$ cat src/rtl/axi_serial_rx_mlane_pkg.sv
// Shared constants and elaboration helpers for the multi-lane serial receiver.
// Holds the clog2 helper, the lane/width legality check and the status counter width.
package axi_serial_rx_mlane_pkg;

  localparam int STAT_CNT_W = 16;

  // Classification of one synchronised sclk rising edge.
  typedef enum logic [1:0] {
    SMP_NONE = 2'd0,
    SMP_BIT  = 2'd1,
    SMP_END  = 2'd2
  } sample_e;

  function automatic int clog2(input int value);
    int res;
    res = 0;
    for (int i = 0; i < 31; i++) begin
      if ((1 << i) < value) res = i + 1;
    end
    return res;
  endfunction

  // Counter width that never collapses to zero bits.
  function automatic int cnt_w(input int value);
    return (clog2(value) < 1) ? 1 : clog2(value);
  endfunction

  function automatic bit lanes_legal(input int lanes, input int width);
    return ((lanes == 1) || (lanes == 2) || (lanes == 4) || (lanes == 8)) &&
           (width >= 8) && (width % 8 == 0) && (width % lanes == 0);
  endfunction

endpackage

$ cat src/rtl/axi_serial_rx_mlane_if.sv
// AXI4-Stream bundle carried between the receiver (master) and its consumer (slave).
// tdata/tlast are held stable by the master while tvalid is high and tready is low.
interface axi_serial_rx_mlane_if #(
  parameter int DATA_W = 32
) ();
  logic                  tvalid;
  logic                  tready;
  logic                  tlast;
  logic [DATA_W-1:0]     tdata;
  logic [DATA_W/8-1:0]   tstrb;

  modport master (output tvalid, output tdata, output tstrb, output tlast, input tready);
  modport slave  (input tvalid, input tdata, input tstrb, input tlast, output tready);
endinterface

$ cat src/rtl/axi_serial_rx_mlane_axis_rx_fifo.sv
// axis_rx_fifo: synchronous FIFO with show-ahead head taken straight from storage flops.
// One-cycle write-to-valid; a write into a full FIFO lands only when a read retires that cycle.
module axis_rx_fifo
  import axi_serial_rx_mlane_pkg::*;
#(
  parameter int WIDTH = 33,
  parameter int DEPTH = 16
) (
  input  logic             clk,
  input  logic             rst_n,
  input  logic             wr_vld,
  input  logic [WIDTH-1:0] wr_dat,
  output logic             wr_acc,
  input  logic             rd_rdy,
  output logic             rd_vld,
  output logic [WIDTH-1:0] rd_dat,
  output logic             full,
  output logic             empty
);

  localparam int AW = cnt_w(DEPTH);
  localparam int CW = clog2(DEPTH) + 1;

  logic [WIDTH-1:0] mem_q [DEPTH];
  logic [WIDTH-1:0] mem_d [DEPTH];
  logic [AW-1:0]    wr_ptr_q, wr_ptr_d;
  logic [AW-1:0]    rd_ptr_q, rd_ptr_d;
  logic [CW-1:0]    count_q, count_d;
  logic             rd_fire;

  assign full    = (count_q == CW'(DEPTH));
  assign empty   = (count_q == '0);
  assign rd_vld  = !empty;
  // Head is zeroed while empty so a freshly reset FIFO presents clean data.
  assign rd_dat  = empty ? '0 : mem_q[rd_ptr_q];
  assign rd_fire = rd_vld && rd_rdy;
  assign wr_acc  = wr_vld && (!full || rd_fire);

  always_comb begin
    mem_d    = mem_q;
    wr_ptr_d = wr_ptr_q;
    rd_ptr_d = rd_ptr_q;
    count_d  = count_q;
    if (wr_acc) begin
      mem_d[wr_ptr_q] = wr_dat;
      wr_ptr_d        = wr_ptr_q + AW'(1);
    end
    if (rd_fire) begin
      rd_ptr_d = rd_ptr_q + AW'(1);
    end
    case ({wr_acc, rd_fire})
      2'b10:   count_d = count_q + CW'(1);
      2'b01:   count_d = count_q - CW'(1);
      default: count_d = count_q;
    endcase
  end

  always_ff @(posedge clk) begin
    mem_q <= mem_d;
  end

  always_ff @(posedge clk) begin
    if (!rst_n) begin
      wr_ptr_q <= '0;
      rd_ptr_q <= '0;
      count_q  <= '0;
    end else begin
      wr_ptr_q <= wr_ptr_d;
      rd_ptr_q <= rd_ptr_d;
      count_q  <= count_d;
    end
  end

endmodule

$ cat src/rtl/axi_serial_rx_mlane.sv
// Multi-lane source-synchronous serial to AXI4-Stream receiver: sync, word assembly, framing, FIFO.
// Sticky status (overflow, frame_err, drop_count, status_clr) exists only with AXI_SERIAL_RX_STATUS_EN.
module axi_serial_rx_mlane
  import axi_serial_rx_mlane_pkg::*;
#(
  parameter int C_M00_AXIS_TDATA_WIDTH = 32,
  parameter int NUM_LANES              = 1,
  parameter int FIFO_DEPTH             = 16,
  parameter int BEATS_PER_PACKET       = 4
) (
  input  logic                  m00_axis_aclk,
  input  logic                  m00_axis_aresetn,
  input  logic                  sclk,
  input  logic [NUM_LANES-1:0]  sdata,
  input  logic                  svalid,
  axi_serial_rx_mlane_if.master m00_axis,
  input  logic                  status_clr,
  output logic                  overflow,
  output logic                  frame_err,
  output logic [STAT_CNT_W-1:0] drop_count
);

  localparam int W      = C_M00_AXIS_TDATA_WIDTH;
  localparam int GROUPS = W / NUM_LANES;
  localparam int BC_W   = cnt_w(GROUPS);
  localparam int BT_W   = cnt_w(BEATS_PER_PACKET);

  if (!lanes_legal(NUM_LANES, W)) begin : g_lane_cfg_err
    $error("axi_serial_rx_mlane: illegal NUM_LANES / data width combination");
  end
  if ((FIFO_DEPTH < 2) || ((FIFO_DEPTH & (FIFO_DEPTH - 1)) != 0)) begin : g_depth_cfg_err
    $error("axi_serial_rx_mlane: FIFO_DEPTH must be a power of two and at least 2");
  end

  logic [2:0]           sclk_sync_q, sclk_sync_d;
  logic [NUM_LANES-1:0] sdata_s1_q, sdata_s1_d, sdata_s2_q, sdata_s2_d;
  logic                 svalid_s1_q, svalid_s1_d, svalid_s2_q, svalid_s2_d;
  logic [W-1:0]         shreg_q, shreg_d, word_nxt;
  logic [BC_W-1:0]      bitcnt_q, bitcnt_d;
  logic [BT_W-1:0]      beat_q, beat_d;
  sample_e              sample_kind;
  logic                 word_done, word_last, frame_evt;
  logic                 fifo_acc, fifo_vld, fifo_full, fifo_empty;
  logic [W:0]           fifo_head;

  always_comb begin
    sclk_sync_d = {sclk_sync_q[1:0], sclk};
    sdata_s1_d  = sdata;
    sdata_s2_d  = sdata_s1_q;
    svalid_s1_d = svalid;
    svalid_s2_d = svalid_s1_q;
  end

  // The third sclk stage only serves edge detection; data is taken from the second stage.
  always_comb begin
    sample_kind = SMP_NONE;
    if (sclk_sync_q[1] && !sclk_sync_q[2]) begin
      sample_kind = svalid_s2_q ? SMP_BIT : SMP_END;
    end
  end

  assign word_nxt  = (shreg_q << NUM_LANES) | W'(sdata_s2_q);
  assign word_last = (beat_q == BT_W'(BEATS_PER_PACKET - 1));

  always_comb begin
    shreg_d   = shreg_q;
    bitcnt_d  = bitcnt_q;
    beat_d    = beat_q;
    word_done = 1'b0;
    frame_evt = 1'b0;
    case (sample_kind)
      SMP_BIT: begin
        if (bitcnt_q == BC_W'(GROUPS - 1)) begin
          word_done = 1'b1;
          bitcnt_d  = '0;
          // Dropped words still count here so packet boundaries stay aligned.
          beat_d    = word_last ? '0 : beat_q + BT_W'(1);
        end else begin
          shreg_d  = word_nxt;
          bitcnt_d = bitcnt_q + BC_W'(1);
        end
      end
      SMP_END: begin
        frame_evt = (bitcnt_q != '0) || (beat_q != '0);
        bitcnt_d  = '0;
        beat_d    = '0;
      end
      default: ;
    endcase
  end

  always_ff @(posedge m00_axis_aclk) begin
    if (!m00_axis_aresetn) begin
      sclk_sync_q <= '0;
      sdata_s1_q  <= '0;
      sdata_s2_q  <= '0;
      svalid_s1_q <= 1'b0;
      svalid_s2_q <= 1'b0;
      shreg_q     <= '0;
      bitcnt_q    <= '0;
      beat_q      <= '0;
    end else begin
      sclk_sync_q <= sclk_sync_d;
      sdata_s1_q  <= sdata_s1_d;
      sdata_s2_q  <= sdata_s2_d;
      svalid_s1_q <= svalid_s1_d;
      svalid_s2_q <= svalid_s2_d;
      shreg_q     <= shreg_d;
      bitcnt_q    <= bitcnt_d;
      beat_q      <= beat_d;
    end
  end

  axis_rx_fifo #(
    .WIDTH (W + 1),
    .DEPTH (FIFO_DEPTH)
  ) u_fifo (
    .clk    (m00_axis_aclk),
    .rst_n  (m00_axis_aresetn),
    .wr_vld (word_done),
    .wr_dat ({word_last, word_nxt}),
    .wr_acc (fifo_acc),
    .rd_rdy (m00_axis.tready),
    .rd_vld (fifo_vld),
    .rd_dat (fifo_head),
    .full   (fifo_full),
    .empty  (fifo_empty)
  );

  assign m00_axis.tvalid = fifo_vld;
  assign m00_axis.tdata  = fifo_head[W-1:0];
  assign m00_axis.tlast  = fifo_head[W];
  assign m00_axis.tstrb  = '1;

  logic unused_fifo_flags;
  assign unused_fifo_flags = fifo_full ^ fifo_empty;

`ifdef AXI_SERIAL_RX_STATUS_EN
  logic                  overflow_q, overflow_d;
  logic                  frame_err_q, frame_err_d;
  logic [STAT_CNT_W-1:0] drop_cnt_q, drop_cnt_d;
  logic                  drop_evt;

  assign drop_evt = word_done && !fifo_acc;

  // Clear is applied first so a same-cycle set event takes priority.
  always_comb begin
    overflow_d  = overflow_q;
    frame_err_d = frame_err_q;
    drop_cnt_d  = drop_cnt_q;
    if (status_clr) begin
      overflow_d  = 1'b0;
      frame_err_d = 1'b0;
      drop_cnt_d  = '0;
    end
    if (drop_evt) begin
      overflow_d = 1'b1;
      if (drop_cnt_d != '1) drop_cnt_d = drop_cnt_d + STAT_CNT_W'(1);
    end
    if (frame_evt) begin
      frame_err_d = 1'b1;
    end
  end

  always_ff @(posedge m00_axis_aclk) begin
    if (!m00_axis_aresetn) begin
      overflow_q  <= 1'b0;
      frame_err_q <= 1'b0;
      drop_cnt_q  <= '0;
    end else begin
      overflow_q  <= overflow_d;
      frame_err_q <= frame_err_d;
      drop_cnt_q  <= drop_cnt_d;
    end
  end

  assign overflow   = overflow_q;
  assign frame_err  = frame_err_q;
  assign drop_count = drop_cnt_q;
`else
  logic unused_status;
  assign unused_status = status_clr ^ frame_evt ^ fifo_acc;

  assign overflow   = 1'b0;
  assign frame_err  = 1'b0;
  assign drop_count = '0;
`endif

endmodule

$ cat src/flat_wrapper.sv
// flat-port wrapper written by rule: the top's interface ports become plain ports
module axi_serial_rx_mlane_flat import axi_serial_rx_mlane_pkg::*;
#(
  parameter int C_M00_AXIS_TDATA_WIDTH = 32,
  parameter int NUM_LANES              = 1,
  parameter int FIFO_DEPTH             = 16,
  parameter int BEATS_PER_PACKET       = 4
)
  (m00_axis_aclk, m00_axis_aresetn, sclk, sdata, svalid, status_clr, overflow, frame_err, drop_count, m00_axis_tvalid, m00_axis_tdata, m00_axis_tstrb, m00_axis_tlast, m00_axis_tready);
  axi_serial_rx_mlane_if #(.DATA_W((32))) m00_axis_i ();
  input  logic m00_axis_aclk;
  input  logic m00_axis_aresetn;
  input  logic sclk;
  input  logic [NUM_LANES-1:0] sdata;
  input  logic svalid;
  input  logic status_clr;
  output logic overflow;
  output logic frame_err;
  output logic [STAT_CNT_W-1:0] drop_count;
  output wire logic [$bits(m00_axis_i.tvalid)-1:0] m00_axis_tvalid;
  output wire logic [$bits(m00_axis_i.tdata)-1:0] m00_axis_tdata;
  output wire logic [$bits(m00_axis_i.tstrb)-1:0] m00_axis_tstrb;
  output wire logic [$bits(m00_axis_i.tlast)-1:0] m00_axis_tlast;
  input wire logic [$bits(m00_axis_i.tready)-1:0] m00_axis_tready;
  assign m00_axis_tvalid = m00_axis_i.tvalid;
  assign m00_axis_tdata = m00_axis_i.tdata;
  assign m00_axis_tstrb = m00_axis_i.tstrb;
  assign m00_axis_tlast = m00_axis_i.tlast;
  assign m00_axis_i.tready = m00_axis_tready;
  axi_serial_rx_mlane #(.C_M00_AXIS_TDATA_WIDTH(C_M00_AXIS_TDATA_WIDTH), .NUM_LANES(NUM_LANES), .FIFO_DEPTH(FIFO_DEPTH), .BEATS_PER_PACKET(BEATS_PER_PACKET)) u_core (.m00_axis_aclk(m00_axis_aclk), .m00_axis_aresetn(m00_axis_aresetn), .sclk(sclk), .sdata(sdata), .svalid(svalid), .m00_axis(m00_axis_i), .status_clr(status_clr), .overflow(overflow), .frame_err(frame_err), .drop_count(drop_count));
endmodule
$ cat config.mk
export PLATFORM = sky130hd
export DESIGN_NAME = axi_serial_rx_mlane_flat
export DESIGN_NICKNAME = d
export VERILOG_FILES = /design/src/rtl/axi_serial_rx_mlane_pkg.sv /design/src/rtl/axi_serial_rx_mlane_if.sv /design/src/rtl/axi_serial_rx_mlane_axis_rx_fifo.sv /design/src/rtl/axi_serial_rx_mlane.sv /design/src/flat_wrapper.sv
export SDC_FILE = /design/constraint.sdc
export NUM_CORES = 1
export LEC_CHECK = 0
export ABC_AREA = 1
export CORE_MARGIN = 5
export CORE_UTILIZATION = 55
export DETAILED_ROUTE_END_ITERATION = 10
export GPL_ROUTABILITY_DRIVEN = 0
export GPL_TIMING_DRIVEN = 0
export PLACE_DENSITY = 0.75
export SETUP_SLACK_MARGIN = 0.1
export SYNTH_ARGS = -nofsm -noshare
export SYNTH_HDL_FRONTEND = slang
export SYNTH_SLANG_ARGS = --single-unit
$ cat constraint.sdc
create_clock -name m00_axis_aclk -period 3.8 [get_ports m00_axis_aclk]
set_clock_uncertainty 0.05 [all_clocks]
set_input_delay 0.95 -clock m00_axis_aclk [delete_from_list [all_inputs] [get_ports m00_axis_aclk]]
set_output_delay 0.95 -clock m00_axis_aclk [all_outputs]
set_load 0.01 [all_outputs]
==> flow_summary_export.csv <==
group,metric,value,unit
outcome,outcome,"finished clean",
layout,diodes,0,
synthesis,ys_seq_elements,586,
hold_path,hold_class,"register to register",
floorplan,die_w,218,um
setup_path,cp.depth,10,
setup_path,path_cells,"clkbuf_4 -> inv_1 -> buf_2 -> buf_4 -> nand3_1 -> nand3_1 -> nand3b_1 -> nand2_1 -> nor2_1 -> clkdlybuf4s50_1",
detailed_routing,wl_per_cell,21.0,um
synthesis,ys_seq_area_share,71.6,%
detailed_routing,drtAntennaViolNets,0,
timing,setup_violations,0,
pwr,netSwitchingPower,5.87,mW
cts,cts_tree,"done",
global_route,grt_max_degree,28,
setup_path,cp_slowest_stage_delay,0.55,ns
timing,whs,0.368,ns
setup_path,endpoint_kind,"output port",
global_route,grt_pass1_vias,15900,
detailed_routing,drt-initial-drc-count,1856,
setup_path,crit_family,"buffers and inverters",
setup_path,r2r-end,"u_core.u_fifo.mem_q[309]",
timing,rsz0062_at_grt,"yes",
setup_path,endpoint,"m00_axis_tdata[19]",
global_route,grt_overflow_total,0,
layout,drive_above_1_share,11.5,%
pwr,leakagePower,10.7,nW
setup_path,crit_type,"register to output port",
setup_path,crit_arrival,2.64,ns
global_route,grt_pass1_wl,92500,um
floorplan,dieArea,47400,um2
synthesis,yosys_warnings,0,
pwr,power_frac_clock,30.0,%
place,placed_cells,2809,
layout,fin_cells,2912,
setup_path,path_buf_inv,5,
synthesis,synthesis.area,23800,um2
cts,post_cts_buffers,0,
setup_path,cp_data_required_time,2.80,ns
setup_path,critPathLaunch,"u_core.u_fifo.rd_ptr_q[1]",
detailed_routing,dr.pass1.iters,6,
cts,numCtsBuffers,55,
floorplan,fp-row-count,76,
timing,final.min_clock_period,3.64,ns
cts,h-tree-depth,2,
job,drv_cap,0,
pwr,intPower,11.8,mW
setup_path,crit_path_frequent_cell,"nand3_1",
timing,setup_ws,0.159,ns
cts,clkTransAtPathRegs,0.06,ns
layout,nets,2299,
timing,post-route-period-util,95.8,%
setup_path,r2r-start,"u_core.bitcnt_q[0]",
floorplan,initial_core_util,55.4,%
timing,fmax,275,MHz
cts,cts_max_path_buffers,3,
timing,finalHoldViolCount,0,
synthesis,avgSynthCellArea,11.2,um2
cts,clk_latency,0.60,ns
pwr,power_frac_seq,39.9,%
setup_path,path_max_fanout,10,
cts,clock_sinks,586,
timing,slew_violations,0,
timing,tightest_slew,1.08,ns
pwr,ir_drop,0.524,mV
layout,final_core_util,64.3,%
pwr,comb_power_share,30.1,%
detailed_routing,wl,61200,um
pwr,switching_share,33.2,%
global_route,gr-usage-all-layers,25.6,%
cts,cts-root-buf,"clkbuf_16",
pwr,power_density,640,nW/um2
layout,mostFrequentLayoutCells,"nand2_1 (776), edfxtp_1 (528), a21oi_1 (147)",
floorplan,die_h,218,um
synthesis,synth_cell_types,25,
detailed_routing,drc,0,
global_route,antenna_found_initial,1,
setup_path,slowest_stage,"clkdlybuf4s50_1",
timing,max_slew_margin,27.7,%
place,portBuffers,39,
place,detailed_place_hpwl,40500,um
setup_path,r2r_cells,11,
synthesis,synth_cells,2127,
detailed_routing,viasPerCell,5.58,
place,dpl_worst_slack,0.0347,ns
setup_path,r2r_slack,0.60,ns
layout,syn_to_final_growth,16.2,%
setup_path,cp-start-kind,"register",
floorplan,io_pins,63,
layout,layout_commonest_cell,"nand2_1",
floorplan,coreArea,42900,um2
detailed_routing,vias,16300,
==> power groups by stage <==
stage	Clock (mW)	Sequential, mW	Combinational, mW
after global placement	0	7.17	5.12
after floorplan	0	7.15	2.97
final	5.30	7.04	5.31
after detailed placement	0	7.17	5.27
after global routing	5.64	7.04	5.82
after CTS	5.34	7.04	5.35
==> flip-flops by register name, indices dropped and copies added (netlist names) <==
name / flops
u_core.shreg_q: 31
u_core.u_fifo.rd_ptr_q: 4
u_core.bitcnt_q: 5
u_core.u_fifo.wr_ptr_q: 4
u_core.svalid_s2_q: 1
u_core.beat_q: 2
u_core.svalid_s1_q: 1
u_core.u_fifo.count_q: 5
u_core.sclk_sync_q: 3
u_core.sdata_s2_q: 1
u_core.u_fifo.mem_q: 528
u_core.sdata_s1_q: 1
==> cells in the mapped netlist <==
cell type | instances | area [um2]
a211oi_1 | 1 | 7.51
a21oi_1 | 147 | 736
a22o_1 | 1 | 8.76
buf_1 | 8 | 30.0
buf_2 | 82 | 410
buf_4 | 23 | 173
clkbuf_1 | 29 | 109
conb_1 | 2 | 7.51
dfxtp_1 | 58 | 1160
edfxtp_1 | 528 | 15900
ha_1 | 11 | 138
inv_1 | 37 | 139
inv_2 | 3 | 11.3
nand2_1 | 776 | 2910
nand3_1 | 145 | 726
nand3_2 | 1 | 10.0
nand3b_1 | 33 | 248
nand4_1 | 1 | 6.26
nor2_1 | 143 | 537
nor2_2 | 2 | 12.5
nor2_4 | 2 | 22.5
nor3_1 | 46 | 230
o21ai_0 | 42 | 210
xnor2_1 | 1 | 8.76
xor2_1 | 5 | 43.8
==> worst reg2reg max path, cell delays in order (launching register included) <==
cell and delay [ns]:
dfxtp_1 0.38, ha_1 0.19, nand2_1 0.08, nor2_1 0.11, ha_1 0.17, inv_1 0.07
nor2_4 0.15, nand2_1 0.07, clkbuf_1 0.30, nor3_2 0.86, buf_8 0.26, buf_6 0.20
==> per-stage QoR <==
step	area, um2	setup TNS (ns)	power [mW]
4_1_cts	27500	0	17.7
6_report	27600	0	17.7
3_5_place_dp	25600	0	12.4
3_3_place_gp	25000	-1205.93	12.3
2_1_floorplan	23800	-103.42	10.1
5_1_grt	27600	0	18.5
==> timing repair <==
action	4_1_cts	5_1_grt
endpoints found under the setup margin	33	23
hold buffers	0	0
gates resized for setup	80	46
cloned	0	0
==> worst min-delay path by stage <==
stage / startpoint / to / slack (ns) / cells past startpoint
floorplan: u_core.sclk_sync_q[0] / u_core.sclk_sync_q[1] / 0.34 / 2
global placement: u_core.sdata_s1_q / u_core.sdata_s2_q / 0.35 / 2
detailed placement: u_core.sdata_s1_q / u_core.sdata_s2_q / 0.35 / 2
CTS: u_core.sclk_sync_q[0] / u_core.sclk_sync_q[1] / 0.37 / 2
global route: u_core.svalid_s1_q / u_core.svalid_s2_q / 0.39 / 2
finish: u_core.svalid_s1_q / u_core.svalid_s2_q / 0.37 / 2
==> per-layer routing <==
metal | track usage, % | up-vias | share of wire [%]
met2 | 41.9 | 887 | 48
met4 | 10.4 | 2 | 4.0
met3 | 4.55 | 173 | 9.7
li1 | - | 7531 | -
met1 | 34.5 | 7669 | 39
met5 | 0 | - | 0.021
==> layout make-up <==
cell class / instances / area, um2
clock buffers: 66 / 1460
fillers: 3126 / 15300
clock inverters: 37 / 272
repair buffers: 77 / 975
well taps: 585 / 732
inverters: 40 / 150
flip-flops and latches: 586 / 17000
multi-input cells: 1379 / 6060
plain buffers: 142 / 927
==> cell families after synthesis <==
| logic type | synth area share (%) |
|---|---|
| simple gates | 19.8 |
| flops | 71.6 |
| compound gates | 4.05 |
| buf+inv | 3.67 |
| fa+ha+maj | 0.579 |
| xor+xnor | 0.221 |
| other cells | 0.0316 |
(Power assumes the default switching activity.)
